## config.mk

```make
export PLATFORM = sky130hd
export DESIGN_NAME = router_pkt_tx
export DESIGN_NICKNAME = d
export VERILOG_FILES = /design/src/rtl/router_pkg.sv /design/src/rtl/pkt_buffer.sv /design/src/rtl/router_pkt_tx.sv
export SDC_FILE = /design/constraint.sdc
export NUM_CORES = 1
export LEC_CHECK = 0
export BUFFER_PORTS_ARGS = -buffer_cell sky130_fd_sc_hd__buf_4
export CORE_ASPECT_RATIO = 1.4
export CORE_MARGIN = 2
export CORE_UTILIZATION = 50
export CTS_CLUSTER_DIAMETER = 30
export CTS_CLUSTER_SIZE = 16
export DETAILED_ROUTE_END_ITERATION = 7
export PLACE_DENSITY_LB_ADDON = 0.08
export REMOVE_ABC_BUFFERS = 1
export SLEW_MARGIN = 20
export SYNTH_ARGS = -nofsm -noshare
export SYNTH_HDL_FRONTEND = slang
export SYNTH_SLANG_ARGS = --single-unit
```

## constraint.sdc

```tcl
create_clock -name clk -period 4.2 [get_ports clk]
set_input_delay 0.42 -clock clk [delete_from_list [all_inputs] [get_ports clk]]
set_output_delay 0.42 -clock clk [all_outputs]
set_load 0.01 [all_outputs]
```

## src/rtl/router_pkg.sv

```systemverilog
// Shared constants, state encoding and header packing for the router packet source.
package router_pkg;

  localparam int unsigned DATA_W = 8;
  localparam int unsigned LEN_W  = 6;
  localparam int unsigned ADDR_W = 2;

  localparam logic [ADDR_W-1:0] ADDR_INVALID = 2'b11;

  typedef enum logic [2:0] {
    S_IDLE,
    S_LOAD,
    S_HEADER,
    S_PAYLOAD,
    S_PARITY
  } tx_state_t;

  function automatic logic [DATA_W-1:0] pack_header(
    input logic [LEN_W-1:0]  len,
    input logic [ADDR_W-1:0] dest
  );
    return {len, dest};
  endfunction

endpackage

```

## src/rtl/pkt_buffer.sv

```systemverilog
// Payload store: one synchronous write port, one combinational read port.
module pkt_buffer
  import router_pkg::*;
#(
  parameter int unsigned DEPTH = 63
) (
  input  logic              clk,
  input  logic              i_Wr_En,
  input  logic [LEN_W-1:0]  i_Wr_Addr,
  input  logic [DATA_W-1:0] i_Wr_Data,
  input  logic [LEN_W-1:0]  i_Rd_Addr,
  output logic [DATA_W-1:0] o_Rd_Data
);

  logic [DATA_W-1:0] r_mem [DEPTH];

  // Contents are deliberately not reset; only indices below the latched length are ever read.
  always_ff @(posedge clk) begin
    if (i_Wr_En && (i_Wr_Addr < LEN_W'(DEPTH)))
      r_mem[i_Wr_Addr] <= i_Wr_Data;
  end

  always_comb begin
    o_Rd_Data = '0;
    if (i_Rd_Addr < LEN_W'(DEPTH))
      o_Rd_Data = r_mem[i_Rd_Addr];
  end

endmodule

```

## src/rtl/router_pkt_tx.sv

```systemverilog
// Packet source for the router input port: buffers a payload, then frames it as
// header, payload and parity while honouring router back-pressure.
module router_pkt_tx
  import router_pkg::*;
#(
  parameter int unsigned MAX_LEN = 63
) (
  input  logic              clk,
  input  logic              reset,
  input  logic              i_Start,
  input  logic [ADDR_W-1:0] i_Dest,
  input  logic [LEN_W-1:0]  i_Length,
  input  logic              i_Inject_Error,
  output logic              o_Start_Ready,
  input  logic [DATA_W-1:0] i_Payload_Data,
  input  logic              i_Payload_Valid,
  output logic              o_Payload_Ready,
  input  logic              i_Sig_Busy,
  output logic              o_Valid_Packet,
  output logic [DATA_W-1:0] o_Output_Data,
  output logic              o_Done,
  output logic              o_Reject
);

  tx_state_t         r_state;
  logic [LEN_W-1:0]  r_len;
  logic [LEN_W-1:0]  r_cnt;
  logic [LEN_W-1:0]  r_k;
  logic [ADDR_W-1:0] r_dest;
  logic [DATA_W-1:0] r_parity;
  logic [DATA_W-1:0] r_data;
  logic              r_valid;
  logic              r_done;
  logic              r_reject;

  logic              w_req_ok;
  logic              w_wr_en;
  logic              w_last_load;
  logic              w_last_pay;
  logic [LEN_W-1:0]  w_rd_addr;
  logic [DATA_W-1:0] w_rd_data;

  assign w_req_ok    = (i_Dest != ADDR_INVALID) && (i_Length != '0) &&
                       (i_Length <= LEN_W'(MAX_LEN));
  assign w_wr_en     = (r_state == S_LOAD) && i_Payload_Valid;
  assign w_last_load = (r_cnt == r_len - LEN_W'(1));
  assign w_last_pay  = (r_k == r_len - LEN_W'(1));
  // Read one byte ahead so the registered output can be loaded on the consuming edge.
  assign w_rd_addr   = (r_state == S_HEADER) ? '0 : r_k + LEN_W'(1);

  pkt_buffer #(.DEPTH(MAX_LEN)) u_buf (
    .clk       (clk),
    .i_Wr_En   (w_wr_en),
    .i_Wr_Addr (r_cnt),
    .i_Wr_Data (i_Payload_Data),
    .i_Rd_Addr (w_rd_addr),
    .o_Rd_Data (w_rd_data)
  );

  always_ff @(posedge clk) begin
    if (reset) begin
      r_state  <= S_IDLE;
      r_len    <= '0;
      r_cnt    <= '0;
      r_k      <= '0;
      r_dest   <= '0;
      r_parity <= '0;
      r_data   <= '0;
      r_valid  <= 1'b0;
      r_done   <= 1'b0;
      r_reject <= 1'b0;
    end else begin
      r_done   <= 1'b0;
      r_reject <= 1'b0;
      case (r_state)
        S_IDLE: begin
          if (i_Start) begin
            if (w_req_ok) begin
              r_dest   <= i_Dest;
              r_len    <= i_Length;
              r_cnt    <= '0;
              r_parity <= pack_header(i_Length, i_Dest) ^
                          {{(DATA_W-1){1'b0}}, i_Inject_Error};
              r_state  <= S_LOAD;
            end else begin
              r_reject <= 1'b1;
            end
          end
        end
        S_LOAD: begin
          if (i_Payload_Valid) begin
            r_cnt    <= r_cnt + LEN_W'(1);
            r_parity <= r_parity ^ i_Payload_Data;
            if (w_last_load) begin
              r_state <= S_HEADER;
              r_valid <= 1'b1;
              r_data  <= pack_header(r_len, r_dest);
            end
          end
        end
        S_HEADER: begin
          if (!i_Sig_Busy) begin
            r_state <= S_PAYLOAD;
            r_k     <= '0;
            r_data  <= w_rd_data;
          end
        end
        S_PAYLOAD: begin
          if (!i_Sig_Busy) begin
            if (w_last_pay) begin
              r_state <= S_PARITY;
              r_valid <= 1'b0;
              r_data  <= r_parity;
            end else begin
              r_k    <= r_k + LEN_W'(1);
              r_data <= w_rd_data;
            end
          end
        end
        S_PARITY: begin
          if (!i_Sig_Busy) begin
            r_state <= S_IDLE;
            r_done  <= 1'b1;
            r_data  <= '0;
          end
        end
        default: r_state <= S_IDLE;
      endcase
    end
  end

  assign o_Start_Ready   = (r_state == S_IDLE);
  assign o_Payload_Ready = (r_state == S_LOAD);
  assign o_Valid_Packet  = r_valid;
  assign o_Output_Data   = r_data;
  assign o_Done          = r_done;
  assign o_Reject        = r_reject;

endmodule

```

==> summary.md, run 1 <==
| Metric | Value |
|---|---|
| Status | `complete, no violations` |
| Slew Limit Fails | `0` |
| H-tree depth | `3` |
| Sw frac | `0.256` |
| # resized after CTS | `0` |
| Initial Utilization | `0.505` |
| Yosys warning total | `0` |
| Total wire length | `67400 µm` |
| # diodes | `0` |
| Hold crit path type | `in2reg` |
| Synthesized instance count | `approximately 1600` |
| Drt drc | `0` |
| Core utilization of the finished layout | `0.594` |
| Final Setup Violations | `0` |
| First-pass GRT wire length | `97900 µm` |
| Critical Path Max Stage Delay | `620 ps` |
| Port Buffers | `34` |
| Final setup TNS | `0 ps` |
| Tcrit/Tclk final | `0.867` |
| Worst skew pair latency | `approximately 640 ps` |
| DRT iter0 DRCs | `about 1700` |
| Flop pwr share | `0.414` |
| RSZ-0062 raised after global routing | `no` |
| Antenna Violating Nets Remaining | `0` |
| Combinational Power Share | `0.110` |
| Synth Flop Type | `edfxtp_1` |
| Full die area | `around 0.047 mm²` |
| Root Driver | `clkbuf_16` |
| Worst path bufs/invs | `1` |
| Crit-path slowest cell | `buf_4` |
| Post-synth cell types | `82` |
| Fin. Hold Viols | `0` |
| Clock share of power | `0.475` |
| Initial antenna violation count | `0` |
| Sink Count | `546` |
| Final Hold Slack | `~33 ps` |
| Crit. End Element | `flop` |
| Hpwl dp | `42400 µm` |
| MaxCap Viol Count | `0` |
| Gpl congestion | `0.949` |
| Fmax | `275 MHz` |
| Pwr dens | `551 mW/mm²` |
| Clk pin slew, worst setup/hold paths | `50 ps` |
| Startpoint Class | `flop` |
| Commonest non-fill, non-tap cell in the layout | `edfxtp_1` |
| Via count | `roughly 15000` |
| Crit-path leading delay family | `compound AO/OA/AOI/OAI gates` |
| Worst Tran Pin Value | `approximately 1000 ps` |
| Die X | `184 µm` |
| Share of cells above drive strength 1 | `0.177` |
| Nets | `1677` |
| Syn avg cell area | `14.5 µm²` |
| Vias per cell | `between 6 and 7` |
| Design area | `0.0267 mm²` |
| Core Area | `0.0450 mm²` |
| Vias in the first global route | `14500` |
| Placed cell area | `0.0238 mm²` |
| Hold buffers post-CTS | `0` |
| Worst Path Arrival | `approximately 4200 ps` |
| Peak VDD IR | `0.335 mV` |
| I/O pins | `35` |
| Internal power | `around 11 mW` |
| Max FO, Critical Path | `35` |
| Static Leak | `8.74 nW` |
| Post-Synthesis Cell Area | `0.0227 mm²` |
| DR WL/cell | `28.9 µm` |
| Cts bufs inserted | `between 80 and 90` |
| GR Overflow Total | `0` |
| Slew headroom | `0.305` |
| CP Class | `reg2reg` |
| Period minus WS final | `3640 ps` |
| Share of flip-flops with an asynchronous set or reset | `0` |
| Pre-Repair DR Iteration Count | `5` |
| Sw Pwr | `3.77 mW` |
| Die H | `256 µm` |
| Area delta synth->final | `17.6%` |
| FP Rows | `92` |
| Clk_skew | `31.7 ps` |
| Clock buffer depth | `3` |
| Setup Buffers After CTS | `0` |
| Most frequent cells in the layout | `504 x edfxtp_1, 144 x nor2_1, 126 x nand2_1, 96 x buf_4, 89 x clkbuf_16` |
| GRT Total Usage | `0.290` |
| Required @ worst endpoint | `4730 ps` |
| Crit path cell chain | `ha_2, xnor2_4, buf_4, a221oi_1, o21ai_1, a31oi_1, a211o_1, a311o_1, a311oi_1` |
| CTS tree | `done` |
| Pwr Total | `14.7 mW` |
| FF+latch count, synth | `546` |
| Number of synthesized flops with an enable pin | `a little over 500` |
| Seq/Total Area, Yosys | `0.702` |
| Largest net degree at the start of global routing | `66` |
[synth_stat cells (all sizes together), types with 6 or more instances]
library cell / instances / area (µm²)
dfxtp: 42 / 841
xnor2: 13 / 129
o21ai: 66 / 330
mux4: 35 / 788
nand2: 127 / 477
o22ai: 16 / 100
nor2b: 6 / 37.5
or4: 6 / 45.0
nor2: 147 / 576
a22oi: 10 / 75.1
edfxtp: 504 / 15100
and3: 18 / 113
clkbuf: 53 / 199
inv: 10 / 37.5
nor4: 8 / 56.3
and2: 6 / 37.5
a211o: 9 / 78.8
nor3b: 8 / 71.3
nand4: 12 / 75.1
a221oi: 44 / 385
a31oi: 17 / 106
buf: 52 / 282
nand3: 35 / 175
or3: 7 / 43.8
a21oi: 69 / 345
a211oi: 19 / 143
o221ai: 7 / 61.3
mux2: 10 / 113
xor2: 15 / 146
o211ai: 15 / 113
mux2i: 67 / 671
nor3: 26 / 130
a221o: 7 / 70.1
[registers in the layout, summed over array words and instances, names as in the netlist]
signal and cells:
r_len 6, u_buf.r_mem 504, o_Reject 1, o_Done 1, r_state 3, r_dest 2
r_parity 8, r_cnt 6, o_Valid_Packet 1, r_k 6, o_Output_Data 8
[final cells by class]
| type | instances | area [µm²] |
|---|---|---|
| inverter | 10 | 37.5 |
| clock buffer | 99 | 2270 |
| multi-input combinational | 908 | 6290 |
| sequential | 546 | 16000 |
| tap | 611 | 764 |
| fill | 3465 | 18300 |
| timing repair buffer | 99 | 781 |
| clock inverter | 62 | 617 |
[power by group through the flow]
stage	Sequential, mW	Combinational [mW]	Clock [mW]
floorplan	6.19	0.904	0
global placement	6.20	1.60	0
detailed placement	6.20	1.60	0
CTS	6.10	1.61	7.09
global route	6.10	1.73	7.30
finish	6.10	1.63	7.00
[final timing paths]
path                     from                to  slack [ps]  cells after the start
max reg2reg            r_k[1]  o_Output_Data[2]         560                      9
min reg2reg  o_Output_Data[1]  o_Output_Data[1]         510                      2
min                i_Sig_Busy            o_Done          30                      2
max                    r_k[1]  o_Output_Data[2]         560                      9
[routing by layer]
metal / share of wire / global-route usage
met5: 0 / 0
met4: 0.041 / 0.133
met3: 0.068 / 0.0473
met2: 0.49 / 0.475
met1: 0.40 / 0.380
[stage by stage]
stage	worst slack, ps	std cells
finish	560	2335
global route	430	2335
CTS	621	2335
detailed placement	637	2174
global placement	693	2174
floorplan	-3130	1464
[cell families after synthesis]
logic type / share of synthesized area
flip-flops: 0.702
AO/OA/AOI/OAI: 0.103
buffers and inverters: 0.0228
XOR/XNOR: 0.0141
multiplexers: 0.0691
adder cells (fa/ha/maj): 0.00165
AND/OR/NAND/NOR: 0.0865
Note: power is estimated with default switching activity, not from simulation.
==> inputs of run 2 (changes only) <==
--- a/config.mk
+++ b/config.mk
@@ -8,11 +8,12 @@
 export BUFFER_PORTS_ARGS = -buffer_cell sky130_fd_sc_hd__buf_4
 export CORE_ASPECT_RATIO = 1.4
 export CORE_MARGIN = 2
-export CORE_UTILIZATION = 50
+export CORE_UTILIZATION = 63
 export CTS_CLUSTER_DIAMETER = 30
 export CTS_CLUSTER_SIZE = 16
 export DETAILED_ROUTE_END_ITERATION = 7
 export PLACE_DENSITY_LB_ADDON = 0.08
+export RECOVER_POWER = 25
 export REMOVE_ABC_BUFFERS = 1
 export SLEW_MARGIN = 20
 export SYNTH_ARGS = -nofsm -noshare
==> run 2 against run 1 <==
The run now ends with max-capacitance violations, max-slew violations left. Fmax increased by 0.53%. Die area decreased by 20%. First-iteration DRC count increased by 32%.
==> summary.md, run 2 (synthesized netlist as in run 1, its figures left out) <==
| Metric | Value |
|---|---|
| Setup Buffers After CTS | `0 (unchanged)` |
| Critical Path Max Stage Delay | `660 ps (+40 ps)` |
| Fmax | `276 MHz (+0.53%)` |
| Port Buffers | `34 (unchanged)` |
| # diodes | `0 (unchanged)` |
| I/O pins | `35 (unchanged)` |
| Status | `finished, violations left` |
| Crit-path slowest cell | `a311oi_1` |
| MaxCap Viol Count | `8 (+8)` |
| Drt drc | `0 (unchanged)` |
| Slew Limit Fails | `528 (+528)` |
| Share of cells above drive strength 1 | `0.172 (-0.00538)` |
| Period minus WS final | `3620 ps (-19.2 ps)` |
| CP Class | `reg2reg` |
| Vias in the first global route | `14400 (-0.076%)` |
| Commonest non-fill, non-tap cell in the layout | `edfxtp_1` |
| RSZ-0062 raised after global routing | `no` |
| Tcrit/Tclk final | `0.862 (-0.00456)` |
| Die X | `165 µm (-11%)` |
| Antenna Violating Nets Remaining | `0 (unchanged)` |
| Crit path cell chain | `ha_2, xnor2_4, buf_4, a21oi_1, nand2b_1, a31oi_1, a211o_1, a311oi_1, o21ai_1, o21a_1` |
| Met1 wire length | `23800 µm (-11%)` |
| Final Setup Violations | `0 (unchanged)` |
| Nets | `1678 (+0.060%)` |
| Sink Count | `546 (unchanged)` |
| DR WL/cell | `29.3 µm (+1.4%)` |
| Worst Path Arrival | `4090 ps (-80 ps)` |
| DR top layer | `met4` |
| Max FO, Critical Path | `25 (-29%)` |
| DRT iter0 DRCs | `2192 (+32%)` |
| Core Area | `0.0357 mm² (-21%)` |
| Area delta synth->final | `15.4%` |
| Slew headroom | `-1.15 (-1.45)` |
| Crit. End Element | `flop` |
| GRT Total Usage | `0.344 (+0.0544)` |
| Largest net degree at the start of global routing | `72 (+9.1%)` |
| Max reg flops | `504 (unchanged)` |
| GR Overflow Total | `0 (unchanged)` |
| Most frequent cells in the layout | `504 x edfxtp_1, 144 x nor2_1, 126 x nand2_1, 97 x buf_4, 79 x clkbuf_16` |
| FP Rows | `82 (-11%)` |
| Startpoint Class | `flop` |
| Final setup TNS | `0 ps (unchanged)` |
| Met3 WL | `6030 µm (+33%)` |
| Clk pin slew, worst setup/hold paths | `50 ps (about the same)` |
| Vias per cell | `6.92 (+9.3%)` |
| CTS tree | `done` |
| Hpwl dp | `39500 µm (-6.8%)` |
| Pwr dens | `530 mW/mm² (-3.7%)` |
| Static Leak | `8.58 nW (-1.9%)` |
| Required @ worst endpoint | `4670 ps (-60 ps)` |
| H-tree depth | `3 (unchanged)` |
| Gpl congestion | `1.04 (+10%)` |
| Full die area | `0.0377 mm² (-20%)` |
| Fin. Hold Viols | `0 (unchanged)` |
| Final non-filler cell total | `2176 (-6.8%)` |
| Total wire length | `63700 µm (-5.5%)` |
| Die H | `229 µm (-11%)` |
| Cts bufs inserted | `77 (-11%)` |
| Via count | `15100 (+1.9%)` |
| Initial Utilization | `0.637 (+0.132)` |
| Pre-Repair DR Iteration Count | `6 (+1)` |
| # resized after CTS | `0 (unchanged)` |
| Failing checks | `max-capacitance violations, max-slew violations` |
| Hold buffers post-CTS | `0 (unchanged)` |
| Clock buffer depth | `3 (unchanged)` |
| Biggest register | `u_buf.r_mem` |
| Peak VDD IR | `0.508 mV (+52%)` |
| Hold crit path type | `in2reg` |
| WL met2 | `30600 µm (-8.1%)` |
| First-pass GRT wire length | `93100 µm (-4.9%)` |
| Initial antenna violation count | `0 (unchanged)` |
| Worst skew pair latency | `590 ps (-50 ps)` |
| Clk_skew | `15.3 ps (-16.4 ps)` |
| Placed Cells | `2036 (-6.3%)` |
| Root Driver | `clkbuf_16` |
| Worst Tran Pin Value | `3220 ps (+2180 ps)` |
## run 2: cell count changes in the layout (fill, tap and decap cells not counted), sizes merged
| cell | delta |
|---|---|
| clkinvlp | +2 |
| inv | -5 |
| clkinv | -2 |
| buf | +3 |
| clkbuf | -5 |
| bufinv | -3 |
## run 2: cell type report
cell class,count,area [µm²]
clock inverters,54,497
inverters,10,37.5
repair buffers,110,858
flip-flops and latches,546,16000
well taps,462,578
clock buffers,86,2010
fillers,2214,9460
multi-input cells,908,6290
## run 2: critical path: cells and delay by family, from the launching register on
| kind | cells | cell delay [ps] |
|---|---|---|
| simple gates | 1 | 170 |
| xor+xnor | 1 | 140 |
| fa+ha+maj | 1 | 500 |
| buf+inv | 1 | 290 |
| flops | 1 | 620 |
| compound gates | 6 | 1790 |
## run 2: final timing paths
kind	to	slack, ps	from	cells past startpoint
worst min register to register	o_Valid_Packet	520	o_Valid_Packet	2
worst min-delay path	o_Done	70	i_Sig_Busy	2
worst max-delay path	o_Output_Data[7]	580	r_k[0]	10
worst max register to register	o_Output_Data[7]	580	r_k[0]	10
## run 2: report_power, final
group	internal, mW	switching, mW	leakage [nW]
sequential	6.02	0.109	4.87
clock	3.77	2.44	1.21
combinational	0.551	1.03	2.50
## run 2: stage by stage
stage | area [µm²] | total power [mW] | hold slack, ps | utilization | setup WS [ps]
final | 26200 | 13.9 | 70.5 | 0.735 | 580
after floorplan | 22300 | 7.10 | 463 | - | -3130
after global placement | 23800 | 7.75 | 496 | 0.666 | 693
after detailed placement | 23800 | 7.77 | 500 | 0.666 | 667
after CTS | 26300 | 13.9 | 54.9 | 0.736 | 629
after global routing | 26200 | 14.3 | 69.1 | 0.735 | 427
## run 2: routing by layer
metal | vias up | global-route usage
met5 | - | 0
li1 | 6360 | -
met3 | 200 | 0.0602
met2 | 1036 | 0.541
met1 | 7462 | 0.465
met4 | 0 | 0.175
